### config.mk
export PLATFORM = sky130hd
export DESIGN_NAME = if_stage
export DESIGN_NICKNAME = d
export VERILOG_FILES = /design/src/rtl/if_stage_pkg.sv /design/src/rtl/if_stage.sv
export SDC_FILE = /design/constraint.sdc
export NUM_CORES = 1
export LEC_CHECK = 0
export CORE_ASPECT_RATIO = 0.75
export CORE_MARGIN = 2
export CORE_UTILIZATION = 60
export CTS_CLUSTER_SIZE = 28
export DETAILED_ROUTE_END_ITERATION = 7
export DONT_BUFFER_PORTS = 1
export PLACE_DENSITY_LB_ADDON = 0.1
export SLEW_MARGIN = 20
export SYNTH_ARGS = -nofsm -noshare
export SYNTH_HDL_FRONTEND = slang
export SYNTH_SLANG_ARGS = --single-unit
export TNS_END_PERCENT = 20
### constraint.sdc
create_clock -name clock -period 2.67 [get_ports clock]
set_clock_uncertainty 0.15 [all_clocks]
set_input_delay 0.4005 -clock clock [delete_from_list [all_inputs] [get_ports clock]]
set_output_delay 0.4005 -clock clock [all_outputs]
set_load 0.05 [all_outputs]
### src/rtl/if_stage_pkg.sv
// ---------------------------------------------------------------------------
// if_stage_pkg
// Shared instruction-encoding definitions for the 16-bit pipelined CPU.
// Holds the opcode field position, the HALT opcode and the NOP word, plus a
// small helper that classifies a fetched word as HALT.
// No ports (package).
// ---------------------------------------------------------------------------
package if_stage_pkg;

    // Opcode lives in the top five bits of every instruction word.
    localparam int OPC_MSB = 15;
    localparam int OPC_LSB = 11;

    localparam logic [4:0]  OPC_HALT  = 5'b11111;
    localparam logic [15:0] INSTR_NOP = 16'h0000;

    // True when the word carries the HALT opcode, whatever its operand bits.
    function automatic logic is_halt(input logic [15:0] word);
        return word[OPC_MSB:OPC_LSB] == OPC_HALT;
    endfunction

endpackage

### src/rtl/if_stage.sv
// ---------------------------------------------------------------------------
// if_stage
// Instruction-fetch stage. Owns the program counter, presents it to the
// combinational instruction memory and captures the returned word into the
// IF/ID pipeline register. Handles load-use stalls, branch redirect (with the
// wrong-path fetch squashed to a bubble) and HALT detection.
//
// Ports
//   clock          in   rising-edge clock
//   reset          in   synchronous active-high reset
//   enable         in   global run enable, low freezes every register
//   stall          in   hold PC and IF/ID (load-use hazard from decode)
//   branch_taken   in   redirect request from execute
//   branch_target  in   redirect address
//   pc_out         out  instruction memory address (the PC register)
//   imem_data      in   word returned by instruction memory, same cycle
//   id_ir          out  IF/ID instruction register
//   id_pc          out  address of the instruction in id_ir, plus 1
//   id_valid       out  id_ir holds a real fetched instruction
//   halted         out  fetch stopped on HALT
// ---------------------------------------------------------------------------
import if_stage_pkg::*;

module if_stage #(
    parameter int ADDR_W  = 8,
    parameter int INSTR_W = 16
) (
    input  logic               clock,
    input  logic               reset,
    input  logic               enable,
    input  logic               stall,
    input  logic               branch_taken,
    input  logic [ADDR_W-1:0]  branch_target,
    output logic [ADDR_W-1:0]  pc_out,
    input  logic [INSTR_W-1:0] imem_data,
    output logic [INSTR_W-1:0] id_ir,
    output logic [ADDR_W-1:0]  id_pc,
    output logic               id_valid,
    output logic               halted
);

    logic [ADDR_W-1:0] pc;
    logic [ADDR_W-1:0] pc_inc;
    logic              fetch_halt;

    // Increment wraps naturally at 2^ADDR_W; no overflow flag is kept.
    assign pc_inc     = pc + ADDR_W'(1);
    assign fetch_halt = is_halt(imem_data);
    assign pc_out     = pc;

    // Program counter. A branch overrides stall and halt; a freshly fetched
    // HALT parks the PC on its own address so the HALT word is not re-read
    // as a new instruction stream beyond it.
    always_ff @(posedge clock) begin
        if (reset) begin
            pc <= '0;
        end else if (enable) begin
            if (branch_taken) begin
                pc <= branch_target;
            end else if (!stall && !halted && !fetch_halt) begin
                pc <= pc_inc;
            end
        end
    end

    // IF/ID register and halt flag. The branch case squashes the wrong-path
    // word into a bubble and cancels any speculative HALT; id_pc is left as
    // is for bubbles because id_valid already marks them as meaningless.
    always_ff @(posedge clock) begin
        if (reset) begin
            id_ir    <= INSTR_NOP;
            id_pc    <= '0;
            id_valid <= 1'b0;
            halted   <= 1'b0;
        end else if (enable) begin
            if (branch_taken) begin
                id_ir    <= INSTR_NOP;
                id_valid <= 1'b0;
                halted   <= 1'b0;
            end else if (stall) begin
                id_ir    <= id_ir;
                id_valid <= id_valid;
            end else if (halted) begin
                id_ir    <= INSTR_NOP;
                id_valid <= 1'b0;
            end else begin
                id_ir    <= imem_data;
                id_pc    <= pc_inc;
                id_valid <= 1'b1;
                if (fetch_halt) begin
                    halted <= 1'b1;
                end
            end
        end
    end

endmodule
==> results.yml <==
die:
  die_width_um: 61.9
  initial_core_util_pct: 64.3
  rows: 15
  io_pins: 63
  fp.dieArea_um2: 2930
  die_h_um: 47.4
  core_um2: 2350
clock_tree:
  h-tree-depth: 2
  cts_tree: "done"
  cts_sinks: 34
  path_clk_slew_ns: 0.10
  clockRootBuffer: "clkbuf_4"
  cts_buffers: 5
  clockBufferDepth: 2
  post_cts_buffers: 0
  clk_latency_ns: 0.34
detailed_routing:
  first_pass_iters: 4
  antenna_left: 0
  vias: 1325
  wl_um: 3620
  drc_errors: 0
  wl_per_cell_um: 16.8
  drt-vias-per-instance: 6.13
  drt_first_iter_violations: 62
pwr:
  ir_drop_mv: 0.353
  p_comb_share_pct: 11.8
  power_switching_share_pct: 29.8
  p_leak_nw: 0.557
  seq_power_share_pct: 54.6
  clkPwrFrac_pct: 33.6
  powerDensity_nw_per_um2: 670
  internal-power_w: 0.000770
  switchingPower_w: 0.000327
  finalPower_w: 0.00110
place:
  place_ws_ns: 0.618
  place_congestion: 0.818
  numPortBuffers: 0
  dp.cells: 207
  place_hpwl_um: 2600
cells_and_area:
  antennaDiodeCount: 0
  instances_no_fill: 216
  syn_to_final_growth_pct: 8.55
  fill_cells: 194
  num-nets-final: 211
  layout-drive-gt1-share_pct: 11.0
worst_hold_path:
  holdPathEnd: "pc_out[6]$_SDFFE_PP0P_"
  worstHoldPathCells: 1
  min_path_type: "input port to flop"
  hp-start: "reset"
logic_synthesis:
  syn_inst: 178
  synth-seq-area-share_pct: 45.1
  synth_edf_count: 0
  synth-main-ff-cell: "dfxtp_1"
  yosys_warnings: 0
  syn-num-nets: 208
  syn_area_per_cell_um2: 8.47
  async_flop_share_pct: 0
  ys_types: 39
  synth_seq_cells: 34
  synthesis.area_um2: 1510
sta:
  period_needed_ns: 2.07
  fin_crit_sh_pct: 77.5
  worst_pin_slew_ns: 0.717
  rsz0062_at_grt: "no"
  slew_headroom_pct: 52.0
  setup_slack_ns: 0.600
  slew_violations: 0
  setup_viol: 0
  tns_ns: 0
  max_freq_mhz: 483
  hold_ws_ns: 0.0330
  hold_viol: 0
worst_setup_path:
  crit_path_start_kind: "flop"
  ff2ff_path_depth: 4
  reg2reg_to: "pc_out[7]$_SDFFE_PP0P_"
  critPathArrivalTime_ns: 2.15
  reg2reg_slack_ns: 0.60
  critPathRequiredTime_ns: 2.74
  regToRegStartpoint: "pc_out[0]$_SDFFE_PP0P_"
  crit_path_end_kind: "flop"
  worstSetupPathType: "flop to flop"
  path_max_fanout: 7
global_route:
  overflow: 0
  grt_start_max_net_pins: 32
  antenna_found_initial: 0
  grt_pass1_wl_um: 5440
  grtUsageTotal_pct: 25.8
  grt_pass1_vias: 1233
status:
  status: "finished clean"
job:
  cap_violations: 0
cell usage after synthesis, types with 2 or more instances:
cell type,n,area (µm²)
nand2b_1,6,37.5
a22oi_1,5,37.5
buf_2,5,25.0
nor3_1,4,20.0
a21oi_1,16,80.1
dfxtp_1,34,681
nand3_1,18,90.1
o311ai_1,2,17.5
o2111ai_1,3,26.3
nor2_1,20,75.1
nor3b_1,2,15.0
clkbuf_1,6,22.5
inv_1,2,7.51
xnor2_1,2,17.5
a31oi_1,2,12.5
o21ai_0,3,15.0
nand4b_1,3,26.3
mux2i_1,3,30.0
a211oi_1,4,30.0
o31ai_1,3,22.5
nand2_1,17,63.8
layout make-up:
cell class                 count  area [µm²]  share of cell area [%]
inverter                       2        7.51                   0.459
sequential                    34         681                    41.6
clock buffer                   7        45.0                    2.75
multi-input combinational    129         766                    46.8
timing repair buffer           9        65.1                    3.98
clock inverter                 1        30.0                    1.83
tap                           34        42.5                    2.60
power groups by stage:
stage	registers (W)	clock network [W]	logic [W]
after floorplan	0.000633	0	0.0000806
after global placement	0.000609	0	0.000116
after detailed placement	0.000611	0	0.000121
after CTS	0.000599	0.000378	0.000129
after global routing	0.000602	0.000393	0.000141
final	0.000599	0.000369	0.000129
critical path: stages, from the launching register on:
cell	delay [ns]
dfxtp_1	0.76
nand3_1	0.33
o31a_1	0.38
o2111ai_1	0.21
o311ai_1	0.13
how the worst max path moves through the flow:
stage	depth (start not counted)	to	startpoint
floorplan	4	pc_out[7]$_SDFFE_PP0P_	pc_out[2]$_SDFFE_PP0P_
global placement	4	pc_out[7]$_SDFFE_PP0P_	pc_out[0]$_SDFFE_PP0P_
detailed placement	4	pc_out[7]$_SDFFE_PP0P_	pc_out[0]$_SDFFE_PP0P_
CTS	4	pc_out[7]$_SDFFE_PP0P_	pc_out[0]$_SDFFE_PP0P_
global route	4	pc_out[7]$_SDFFE_PP0P_	pc_out[0]$_SDFFE_PP0P_
finish	4	pc_out[7]$_SDFFE_PP0P_	pc_out[0]$_SDFFE_PP0P_
logic make-up after synthesis:
group                      synth area share, %
AOI/OAI and AO/OA                         18.3
xor gates and xnor gates                  1.74
adders and majority gates                0.830
buffers and inverters                     4.65
DFF                                       45.1
muxes                                     1.99
and+or+nand+nor                           27.4
sequential cells by signal, indices dropped and copies added (netlist names):
register  flops
id_ir        16
halted        1
id_pc         8
pc_out        8
id_valid      1
what timing repair did:
action                    in CTS  in global routing
hold buffers                   1                  0
hold endpoints to repair      31                  0
resized for setup              0                  0
layout by cell type, fill, tap and decap left out, types with 2 or more instances in the layout:
master     count
dfxtp_1       34
nor2_1        20
nand3_1       18
nand2_1       17
a21oi_1       16
buf_4          8
nand2b_1       6
a22oi_1        5
clkbuf_4       5
a211oi_1       4
nor3_1         4
o21ai_0        3
o2111ai_1      3
o31ai_1        3
mux2i_1        3
nand4b_1       3
xnor2_1        2
a31oi_1        2
inv_1          2
o311ai_1       2
nor3b_1        2
clkbuf_1       2
metrics by stage:
step	utilization, %	cell area (µm²)
floorplan	-	1510
global placement	66.3	1560
detailed placement	66.3	1560
CTS	70.0	1640
global route	69.8	1640
finish	69.8	1640
routing by layer:
| metal | routed length (µm) | GRT usage (%) | up-vias |
|---|---|---|---|
| met4 | 24 | 10.2 | 0 |
| met2 | 1650 | 41.1 | 52 |
| met5 | 0 | 0 | - |
| li1 | - | - | 650 |
| met1 | 1590 | 32.3 | 619 |
| met3 | 362 | 9.46 | 4 |
Power figures use the tool's default switching activity.
